**src/rtl/flash_boot_loader.sv**
```systemverilog
// flash_boot_loader
//   Post-reset sequencer. It holds the core in reset and wakes the SPI flash with 0xAB.
//   It then issues a single 0x03 READ at FLASH_ADDR and streams N_WORDS little-endian
//   32-bit words into the bootram write port. Finally it returns the flash pads to GPIO
//   and releases the core.
// Ports
//   clk_sys, rst_n (sync, active low)
//   skip          : sampled in IDLE, 1 = go straight to DONE
//   flash_miso    : flash data in; flash_sclk/flash_mosi/flash_cs_n : SPI mode 0 master
//   pad_override  : 1 while the loader owns the flash pads
//   ram_waddr/ram_wdata/ram_wen : bootram write port (wen is a 1-cycle pulse)
//   done, core_rst_n : load complete / core reset release (both sticky until reset)
module flash_boot_loader #(
  parameter logic [23:0] FLASH_ADDR = 24'h020000,
  parameter int          N_WORDS    = 512,
  parameter int          W_ADDR     = 9,
  parameter int          CLKDIV     = 2,
  parameter int          T_WAKE     = 40
) (
  input  logic              clk_sys,
  input  logic              rst_n,
  input  logic              skip,
  input  logic              flash_miso,
  output logic              flash_sclk,
  output logic              flash_mosi,
  output logic              flash_cs_n,
  output logic              pad_override,
  output logic [W_ADDR-1:0] ram_waddr,
  output logic [31:0]       ram_wdata,
  output logic              ram_wen,
  output logic              done,
  output logic              core_rst_n
);
  if (N_WORDS < 1 || N_WORDS > (1 << W_ADDR)) begin : g_bad_n_words
    $error("flash_boot_loader: N_WORDS must be in 1..2**W_ADDR");
  end
  if (CLKDIV < 1 || T_WAKE < 1) begin : g_bad_timing
    $error("flash_boot_loader: CLKDIV and T_WAKE must be >= 1");
  end

  localparam int DW  = (CLKDIV > 1) ? $clog2(CLKDIV) : 1;
  localparam int GW  = $clog2(T_WAKE + 1);
  localparam int WCW = W_ADDR + 1;
  localparam logic [DW-1:0]     DIV_LAST  = DW'(CLKDIV - 1);
  localparam logic [GW-1:0]     GAP_LAST  = GW'(T_WAKE - 1);
  localparam logic [WCW-1:0]    WORD_LAST = WCW'(N_WORDS - 1);
  localparam logic [W_ADDR-1:0] ADDR_LAST = W_ADDR'(N_WORDS - 1);

  typedef enum logic [2:0] {
    S_IDLE, S_WAKE_CMD, S_WAKE_GAP, S_READ_CMD, S_DATA, S_FINISH, S_DONE
  } state_t;

  state_t         state, state_n;
  logic           idle_go;   // IDLE holds one full cycle after reset release
  logic           sclk_q;
  logic [DW-1:0]  div_cnt;
  logic [GW-1:0]  gap_cnt;
  logic [4:0]     bit_cnt;   // bit within the current byte-group / word (wraps per word)
  logic [WCW-1:0] word_cnt;
  logic           tail;      // trailing low half before cs_n rises
  logic [31:0]    tx_sr, rx_sr;
  logic           wen_pend;

  logic shifting, half_end, rise, fall, last_bit;

  assign shifting = (state == S_WAKE_CMD) || (state == S_READ_CMD) || (state == S_DATA);
  assign half_end = (div_cnt == DIV_LAST);
  assign rise     = shifting && !tail && half_end && !sclk_q;
  assign fall     = shifting && half_end && sclk_q;

  always_comb begin
    state_n  = state;
    last_bit = 1'b0;
    case (state)
      S_WAKE_CMD: last_bit = (bit_cnt == 5'd7);
      S_READ_CMD: last_bit = (bit_cnt == 5'd31);
      S_DATA:     last_bit = (bit_cnt == 5'd31) && (word_cnt == WORD_LAST);
      default:    last_bit = 1'b0;
    endcase
    case (state)
      S_IDLE:     if (idle_go) state_n = skip ? S_DONE : S_WAKE_CMD;
      S_WAKE_CMD: if (tail && half_end) state_n = S_WAKE_GAP;
      S_WAKE_GAP: if (gap_cnt == GAP_LAST) state_n = S_READ_CMD;
      // The last command falling edge opens the first data low half: cs_n stays low.
      S_READ_CMD: if (fall && last_bit) state_n = S_DATA;
      S_DATA:     if (tail && half_end) state_n = S_FINISH;
      S_FINISH:   state_n = S_DONE;
      default:    state_n = S_DONE;
    endcase
  end

  always_ff @(posedge clk_sys) begin
    if (!rst_n) begin
      state     <= S_IDLE;
      idle_go   <= 1'b0;
      sclk_q    <= 1'b0;
      div_cnt   <= '0;
      gap_cnt   <= '0;
      bit_cnt   <= '0;
      word_cnt  <= '0;
      tail      <= 1'b0;
      tx_sr     <= '0;
      rx_sr     <= '0;
      wen_pend  <= 1'b0;
      ram_wen   <= 1'b0;
      ram_wdata <= '0;
      ram_waddr <= '0;
    end else begin
      state    <= state_n;
      idle_go  <= 1'b1;
      // Word completes on the rising edge of its 32nd bit; write lands one cycle later.
      wen_pend <= rise && (state == S_DATA) && (bit_cnt == 5'd31);
      ram_wen  <= wen_pend;
      if (wen_pend) ram_wdata <= {rx_sr[7:0], rx_sr[15:8], rx_sr[23:16], rx_sr[31:24]};
      if (ram_wen && ram_waddr != ADDR_LAST) ram_waddr <= ram_waddr + 1'b1;

      if (state_n != state) begin
        sclk_q   <= 1'b0;
        div_cnt  <= '0;
        gap_cnt  <= '0;
        bit_cnt  <= '0;
        word_cnt <= '0;
        tail     <= 1'b0;
        if (state_n == S_WAKE_CMD)      tx_sr <= {8'hAB, 24'h0};
        else if (state_n == S_READ_CMD) tx_sr <= {8'h03, FLASH_ADDR};
      end else begin
        if (state == S_WAKE_GAP) gap_cnt <= gap_cnt + 1'b1;
        if (shifting) div_cnt <= half_end ? '0 : div_cnt + 1'b1;
        if (rise || fall) sclk_q <= ~sclk_q;
        if (rise && state == S_DATA) rx_sr <= {rx_sr[30:0], flash_miso};
        if (fall) begin
          bit_cnt <= bit_cnt + 1'b1;
          tx_sr   <= {tx_sr[30:0], 1'b0};   // mosi moves at the start of the low half
          if (state == S_DATA && bit_cnt == 5'd31) word_cnt <= word_cnt + 1'b1;
          if (last_bit) tail <= 1'b1;
        end
      end
    end
  end

  assign flash_sclk   = sclk_q;
  assign flash_cs_n   = !shifting;
  assign flash_mosi   = ((state == S_WAKE_CMD) || (state == S_READ_CMD)) && tx_sr[31];
  assign pad_override = (state != S_DONE);
  assign done         = (state == S_DONE);
  assign core_rst_n   = (state == S_DONE);
endmodule
```
**config.mk**
```make
export PLATFORM = sky130hd
export DESIGN_NAME = flash_boot_loader
export DESIGN_NICKNAME = d
export VERILOG_FILES = /design/src/rtl/flash_boot_loader.sv
export SDC_FILE = /design/constraint.sdc
export NUM_CORES = 1
export LEC_CHECK = 0
export CELL_PAD_IN_SITES_DETAIL_PLACEMENT = 0
export CELL_PAD_IN_SITES_GLOBAL_PLACEMENT = 1
export CORE_MARGIN = 2
export CORE_UTILIZATION = 43
export DETAILED_ROUTE_END_ITERATION = 10
export GPL_TIMING_DRIVEN = 1
export MAX_ROUTING_LAYER = met4
export PLACE_DENSITY_LB_ADDON = 0.08
export SYNTH_ARGS = -nofsm -noshare
export SYNTH_HDL_FRONTEND = slang
export SYNTH_SLANG_ARGS = --single-unit
```
**constraint.sdc**
```tcl
create_clock -name clk_sys -period 2.45 [get_ports clk_sys]
set_input_delay 0.245 -clock clk_sys [delete_from_list [all_inputs] [get_ports clk_sys]]
set_output_delay 0.245 -clock clk_sys [all_outputs]
set_load 0.05 [all_outputs]
```
# Word level (Yosys, flattened, before mapping)
# Index checks and enable logic that the tools add are counted.
dict set report word_totals {
  register_bits 135
  inputBits 4
  out_inout_bits 48
  elab_cells 77
}
dict set report op_classes {
  addsub 5
  eq_ne 15
  muxes 14
  bitwise 3
  reduce_logical 26
}
# op n
set op_table {}
lappend op_table {{$mux 32} 4}
lappend op_table {{$mux 3} 6}
lappend op_table {{$pmux 3 s5} 1}
lappend op_table {{$logic_and 1x1->1} 13}
lappend op_table {{$add 10x1->10 const B} 1}
lappend op_table {{$eq 10x9->1 const B} 1}
lappend op_table {{$add 9x1->9 const B} 1}
lappend op_table {{$eq 3x2->1 const B} 3}
lappend op_table {{$ne 9x9->1 const B} 1}
lappend op_table {{$reduce_and 2->1} 4}
lappend op_table {{$add 6x1->6 const B} 1}
lappend op_table {{$eq 3x1->1 const B} 2}
lappend op_table {{$eq 3x3->1 const B} 2}
lappend op_table {{$eq 6x6->1 const B} 1}
lappend op_table {{$add 5x1->5 const B} 1}
lappend op_table {{$eq 5x3->1 const B} 1}
lappend op_table {{$eq 5x5->1 const B} 1}
lappend op_table {{$logic_not 1->1} 3}
lappend op_table {{$logic_not 3->1} 1}
lappend op_table {{$logic_or 1x1->1} 3}
lappend op_table {{$ne 3x1->1 const B} 1}
lappend op_table {{$ne 3x3->1} 1}
lappend op_table {{$ne 3x3->1 const B} 1}
lappend op_table {{$not 1->1} 3}
lappend op_table {{other kinds (5)} 6}

# Longest topological paths before layout
# Gate-level depths: netlist of the first run.
dict set report depth {
  depth_word 12
  ltp_mapped 10
  ltp_nobuf 9
}

# Least setup slack after synthesis of the first run
# OpenSTA, ideal clock, no wires.
dict set report synth_path {
  kind {register to output}
  startpoint {reg state[1]}
  endpoint {out done}
  arrival_ps 1963
  required_time_ps 2205
  slack_ps 242
  stages_incl_launch_ff 6
  n_path_buf 3
  cell_sequence {dfxtp_1 > buf_6 > clkbuf_1 > nand3b_1 > inv_1 > buf_4}
}
dict set report synth_via {
  elab_chain_cells 1
}
# item line
set synth_lines {}
lappend synth_lines {{start, declared} 53} ;# state_t state, state_n;
lappend synth_lines {{start signal, assigned} 109} ;# state <= state_n;
lappend synth_lines {{$eq 3x3->1} -}
lappend synth_lines {{end, declared} 31} ;# output logic done,
# Every way passes these cells.

# Worst setup path in the final report of the first run
dict set report layout_path {
  startpoint {reg state[0]}
  endpoint {out pad_override}
}
dict set report layout_via {
  elab_chain_cells 1
}
# item line
set layout_lines {}
lappend layout_lines {{$ne 3x3->1} 144} ;# assign pad_override = (state != S_DONE);
lappend layout_lines {{end, declared} 27} ;# output logic pad_override,
# Every way passes these cells.

==> results.py, run 1 <==
metrics = {
    "power": {
        "internal-power_uw": 3560,
        "pwr-share-clk": 0.483,
        "p_per_area_nw_per_um2": 782,
        "p_sw_frac": 0.240,
        "ir_drop_mv": 0.598,
        "switching_power_uw": 1130,
        "seq_power_share": 0.431,
        "leakagePower_uw": 0.00210,
        "p_comb_frac": 0.086,
    },
    "sta": {
        "fmax_mhz": 430,
        "fin_tns_setup_ps": 0,
        "period_minus_slack_ps": 2320,
        "post-route-period-util": 0.949,
        "grt_setup_unrepaired": "no",
        "finalSetupViolCount": 0,
        "skew_ps": 5.63,
        "maxSlewViolCount": 0,
        "slew_headroom": 0.452,
        "tightest_slew_ps": 821,
        "hold_viol_final": 0,
    },
    "critical_path": {
        "path_delay_family": "buffers and inverters",
        "critical_path_required_ps": 2200,
        "slowest_delay_ps": 810,
        "path_max_fanout": 10,
        "crit_slowest_cell": "clkdlybuf4s50_1",
        "worstPathBufferInverterCount": 1,
        "cp-end-kind": "output pin",
        "start_kind": "register",
        "crit_chain": "nand3b_1, clkdlybuf4s50_1",
        "rrSetupSlack_ps": 170,
        "rr_startpoint": "bit_cnt[0]",
        "r2r_end": "tx_sr[19]",
        "r2r_cells": 8,
        "crit_arrival_ps": 2080,
        "criticalPathCategory": "reg2out",
    },
    "yosys": {
        "synth_edf_count": 0,
        "netlist.area_leader.share": 0.495,
        "yosys.area.top_type": "dfxtp_1",
        "syn-num-nets": 541,
        "synth.distinct_cells": 55,
        "synthSimpleGateAreaFrac": 0.213,
        "syn_area_per_cell_sq_um": 8.99,
        "synth_xor_area_frac": 0.0404,
        "ys_seq_area_frac": 0.495,
        "synth_most_common_cell": "dfxtp_1",
        "yosys-mux-area-fraction": 0.0797,
        "ys_ff_latch": 118,
        "synth_cells": 531,
        "synth_fa_ha_area_frac": 0.0157,
        "yosysWarnings": 0,
        "ys_top_cells_by_count": "dfxtp_1, nand2_1, nor2_1",
        "synth_compound_area_frac": 0.115,
        "synth_top_family_by_area": "simple AND/OR/NAND/NOR gates",
        "netlist_area_sq_um": 4770,
        "yosys-top-cells-area": "dfxtp_1, mux2i_1, nand2_1",
        "synth_ff_type": "dfxtp_1",
        "async_flop_share": 0,
    },
    "routing": {
        "drt_iter0_markers": 163,
        "wl_per_cell_microns": 12.9,
        "vias": 3658,
        "firstDrtPassIters": 4,
        "drc": 0,
        "drtAntennaViolNets": 0,
        "viasPerCell": 4.98,
        "wl_microns": 9480,
    },
    "die": {
        "coreArea_sq_um": 10800,
        "die_x_microns": 109,
        "die_h_microns": 109,
        "io_pins": 52,
        "fp-row-count": 38,
        "initial_core_util": 0.440,
        "die_area_sq_um": 12000,
    },
    "job": {
        "cap_violations": 0,
    },
    "clocking": {
        "cts_tree": "built",
        "cts_buffers": 17,
        "clock_path_buffers": 2,
        "clock_latency_ps": 500,
        "root_buffer": "clkbuf_8",
        "cts_sinks": 118,
        "holdBufCountCts": 0,
        "cts.reportedPaths.clkPinSlew_ps": 50,
        "htree_levels": 4,
    },
    "finish": {
        "layout.nets": 592,
        "area_delta_synth_final_pct": 25.6,
        "n_antenna_cell": 0,
        "final_layout_size_suffix_gt1_frac": 0.108,
        "final_cells": 735,
    },
    "place": {
        "hpwlAfterDp_microns": 6100,
        "io_buffers": 51,
        "dpl.cell_count": 703,
        "place_congestion": 0.792,
    },
    "global_route": {
        "grt_max_degree": 78,
        "grt_pass1_wl_microns": 16100,
        "grt_usage": 0.176,
        "antenna_found_initial": 0,
        "grt_overflow": 0,
        "first_global_vias": 3495,
    },
    "outcome": {
        "status": "completed",
    },
    "worst_hold_path": {
        "timing.hold.worst.start": "flash_miso",
        "min_to": "rx_sr[0]",
        "hold_class": "in2reg",
        "whs_path_depth": 3,
    },
}
==> sequential cells by signal (all words and copies together) (netlist names) <==
name        cells
div_cnt         1
tx_sr          15
flash_sclk      1
wen_pend        1
ram_waddr       9
gap_cnt         6
word_cnt       10
ram_wen         1
state           3
bit_cnt         5
tail            1
rx_sr          32
ram_wdata      32
idle_go         1
==> layout make-up <==
type / count / area (sq um)
Clock buffer: 24 / 480
Inverter: 6 / 22.5
Timing Repair Buffer: 65 / 653
Fill cell: 1014 / 4840
Sequential cell: 118 / 2370
Tap cell: 140 / 175
Multi-Input combinational cell: 374 / 2230
Clock inverter: 8 / 72.6
==> cells by family after synthesis <==
| family | Yosys count |
|---|---|
| buffers and inverters | 39 |
| adders and majority gates | 6 |
| muxes | 38 |
| xor gates and xnor gates | 22 |
| DFF | 118 |
| AOI/OAI and AO/OA | 87 |
| and+or+nand+nor | 221 |
==> power by group through the flow <==
stage / combinational (uW) / sequential (uW) / clock (uW)
after floorplan: 342 / 2020 / 0
after global placement: 400 / 2050 / 0
after detailed placement: 403 / 2060 / 0
after CTS: 406 / 2020 / 2330
after global routing: 445 / 2030 / 2430
final: 404 / 2020 / 2270
==> cells in the final DEF, fill, tap and decap left out, types with 3 or more instances in the layout <==
master / instances
clkbuf_8: 5
and3_1: 6
buf_4: 13
nand2_1: 87
nand4_1: 11
nand3_1: 10
mux2i_1: 38
and2_1: 5
o21ai_1: 4
clkinv_2: 4
xor2_1: 13
a21oi_1: 46
nor2_1: 72
o21ai_0: 11
inv_1: 5
a31oi_1: 6
clkbuf_1: 3
dfxtp_2: 3
xnor2_1: 9
buf_12: 3
dfxtp_1: 115
clkinvlp_4: 3
clkbuf_16: 16
or3_1: 8
clkdlybuf4s50_1: 47
nand2b_1: 4
ha_1: 5
==> repair_timing <==
action	in CTS	in global routing
gates resized for setup	3	4
hold endpoints to repair	0	0
setup buffers	0	0
endpoints found under the setup margin	3	22
==> worst max-delay path by stage <==
stage / startpoint / endpoint / slack [ps] / cells after the start
after floorplan: state[1] / done / 240 / 5
final: state[0] / pad_override / 130 / 2
after CTS: state[1] / done / 80 / 3
after detailed placement: bit_cnt[0] / tx_sr[19] / 120 / 8
after global routing: state[0] / flash_cs_n / 3 / 5
after global placement: bit_cnt[0] / tx_sr[19] / 200 / 8
==> worst reg2reg max path: stages, from the launching register on <==
cell and delay (ps):
dfxtp_1 360, ha_1 200, and3_1 170, ha_2 240, nand2_1 120, o211a_1 290, o31a_1 340, or3_1 390
o21ai_0 90
==> metal layers <==
metal | track usage | wire, microns | vias to the layer above
met5 | - | 0 | -
met4 | 0.0570 | 80 | 0
met3 | 0.0551 | 301 | 5
met2 | 0.274 | 4260 | 46
met1 | 0.219 | 4830 | 1703
li1 | - | - | 1904
==> stage by stage <==
| stage | total power (uW) | hold WS (ps) | instance area, sq um | setup slack, ps | util |
|---|---|---|---|---|---|
| 2_1_floorplan | 2360 | 273 | 4770 | 242 | - |
| 3_3_place_gp | 2450 | 444 | 5420 | 205 | 0.500 |
| 3_5_place_dp | 2460 | 454 | 5420 | 123 | 0.500 |
| 4_1_cts | 4750 | 282 | 5980 | 84.7 | 0.552 |
| 5_1_grt | 4900 | 310 | 6000 | 2.99 | 0.553 |
| 6_report | 4690 | 308 | 6000 | 126 | 0.553 |
Power figures use the tool's default switching activity.
==> run 2: changes to the inputs <==
ABC_AREA = 0   (was not set)
CORE_UTILIZATION = 37   (was 43)
==> results.py, run 2 (synthesized netlist as in run 1, its figures left out) <==
metrics = {
    "finish": {
        "mostFrequentLayoutCells": "dfxtp_1, nand2_1, nor2_1, clkdlybuf4s50_1, a21oi_1",
        "n_antenna_cell": 0,
        "final_layout_size_suffix_gt1_frac": 0.104,
        "area_delta_synth_final_pct": 27.5,
        "layout_commonest_cell": "dfxtp_1",
        "stdcell_area_sq_um": 6080,
        "layout.nets": 592,
        "n_fill_cell": 1245,
        "final_cells": 767,
        "reg_top3": "ram_wdata x32, rx_sr x32, tx_sr x15",
    },
    "place": {
        "io_buffers": 51,
        "dpl.cell_count": 735,
        "hpwlAfterDp_microns": 6240,
        "place_congestion": 0.756,
        "placed_area_sq_um": 5450,
    },
    "critical_path": {
        "crit_arrival_ps": 2090,
        "crit_slowest_cell": "clkdlybuf4s50_1",
        "cp-startpoint": "state[1]",
        "criticalPathCategory": "reg2out",
        "slowest_delay_ps": 790,
        "start_kind": "register",
        "critical_path_required_ps": 2200,
        "crit_chain": "nand3b_1, inv_1, clkdlybuf4s50_1",
        "cp-end-kind": "output pin",
        "rr_startpoint": "bit_cnt[0]",
        "path_max_fanout": 13,
    },
    "power": {
        "p_per_area_nw_per_um2": 818,
        "internal-power_uw": 3850,
        "seq_power_share": 0.404,
        "switching_power_uw": 1130,
        "pwr-share-clk": 0.514,
        "ir_drop_mv": 0.550,
        "leakagePower_uw": 0.00212,
        "p_comb_frac": 0.082,
        "p_sw_frac": 0.227,
    },
    "routing": {
        "drt_iter0_markers": 211,
        "wl_microns": 9850,
        "vias": 3719,
        "wl_per_cell_microns": 12.8,
        "drc": 0,
        "firstDrtPassIters": 4,
        "drtAntennaViolNets": 0,
        "viasPerCell": 4.85,
    },
    "die": {
        "die_h_microns": 118,
        "die_area_sq_um": 13800,
        "coreArea_sq_um": 12600,
        "io_pins": 52,
        "die_x_microns": 118,
        "initial_core_util": 0.378,
        "fp-row-count": 41,
    },
    "sta": {
        "fmax_mhz": 429,
        "finalHoldWorstSlack_ps": 411,
        "post-route-period-util": 0.952,
        "maxSlewViolCount": 0,
        "tightest_slew_ps": 819,
        "fin_tns_setup_ps": 0,
        "skew_ps": 8.53,
        "finalSetupViolCount": 0,
        "slew_headroom": 0.454,
        "hold_viol_final": 0,
        "grt_setup_unrepaired": "no",
        "period_minus_slack_ps": 2330,
    },
    "job": {
        "cap_violations": 0,
    },
    "clocking": {
        "postCtsSetupBuffers": 0,
        "root_buffer": "clkbuf_16",
        "htree_levels": 4,
        "clock_path_buffers": 2,
        "cts.reportedPaths.clkPinSlew_ps": 50,
        "cts_buffers": 17,
        "ctsResizeCount": 0,
        "holdBufCountCts": 0,
        "cts_tree": "built",
        "clock_latency_ps": 400,
        "cts_sinks": 118,
    },
    "global_route": {
        "antenna_found_initial": 0,
        "first_global_vias": 3564,
        "grt_pass1_wl_microns": 16800,
        "grt_max_degree": 78,
        "grt_overflow": 0,
        "grt_usage": 0.155,
    },
    "worst_hold_path": {
        "hold_class": "in2reg",
        "timing.hold.worst.start": "flash_miso",
    },
    "outcome": {
        "status": "completed",
    },
}
## run 2: changes by cell type in the layout (fill, tap and decap cells not counted), sizes merged
cell           before  now
clkinv              4    5
clkdlybuf4s50      47   48
bufinv              1    3
clkinvlp            3    0
dlymetal6s2s        2    1
## run 2: worst paths after layout
check	end	slack, ps	depth (start not counted)
setup reg to reg	tx_sr[19]	260	8
setup / recovery	core_rst_n	120	3
hold reg to reg	tx_sr[30]	460	2
hold / removal	rx_sr[0]	410	3
## run 2: power by group through the flow
stage | clock, uW | combinational (uW) | sequential (uW)
after global routing | 2720 | 448 | 2020
after detailed placement | 0 | 403 | 2050
after floorplan | 0 | 342 | 2020
after CTS | 2620 | 406 | 2010
final | 2560 | 408 | 2010
after global placement | 0 | 403 | 2050
## run 2: cell type report
| class | count | area [sq um] | share of cell area |
|---|---|---|---|
| clock buffer | 24 | 502 | 0.0825 |
| clock inverter | 8 | 119 | 0.0195 |
| inverter | 6 | 22.5 | 0.00370 |
| multi-input combinational | 374 | 2220 | 0.365 |
| sequential | 118 | 2360 | 0.389 |
| tap | 172 | 215 | 0.0354 |
| timing repair buffer | 65 | 638 | 0.105 |
## run 2: stage by stage
step                total power [uW]  worst slack (ps)  utilization
CTS                             5040              36.3        0.481
finish                          4980               117        0.482
global placement                2460               260        0.432
global route                    5190             0.619        0.482
floorplan                       2360               242            -
detailed placement              2450               217        0.432
## run 2: routing by layer
layer	up-vias	global-route usage	wire (microns)
met3	11	0.0528	374
met1	1740	0.186	4870
met2	60	0.238	4470
met4	0	0.0633	129
met5	-	-	0
li1	1908	-	-
## run 2: critical path, delay by kind of cell (launching register included)
kind	cells	cell delay, ps
buf+inv	2	890
flops	1	620
simple gates	1	170
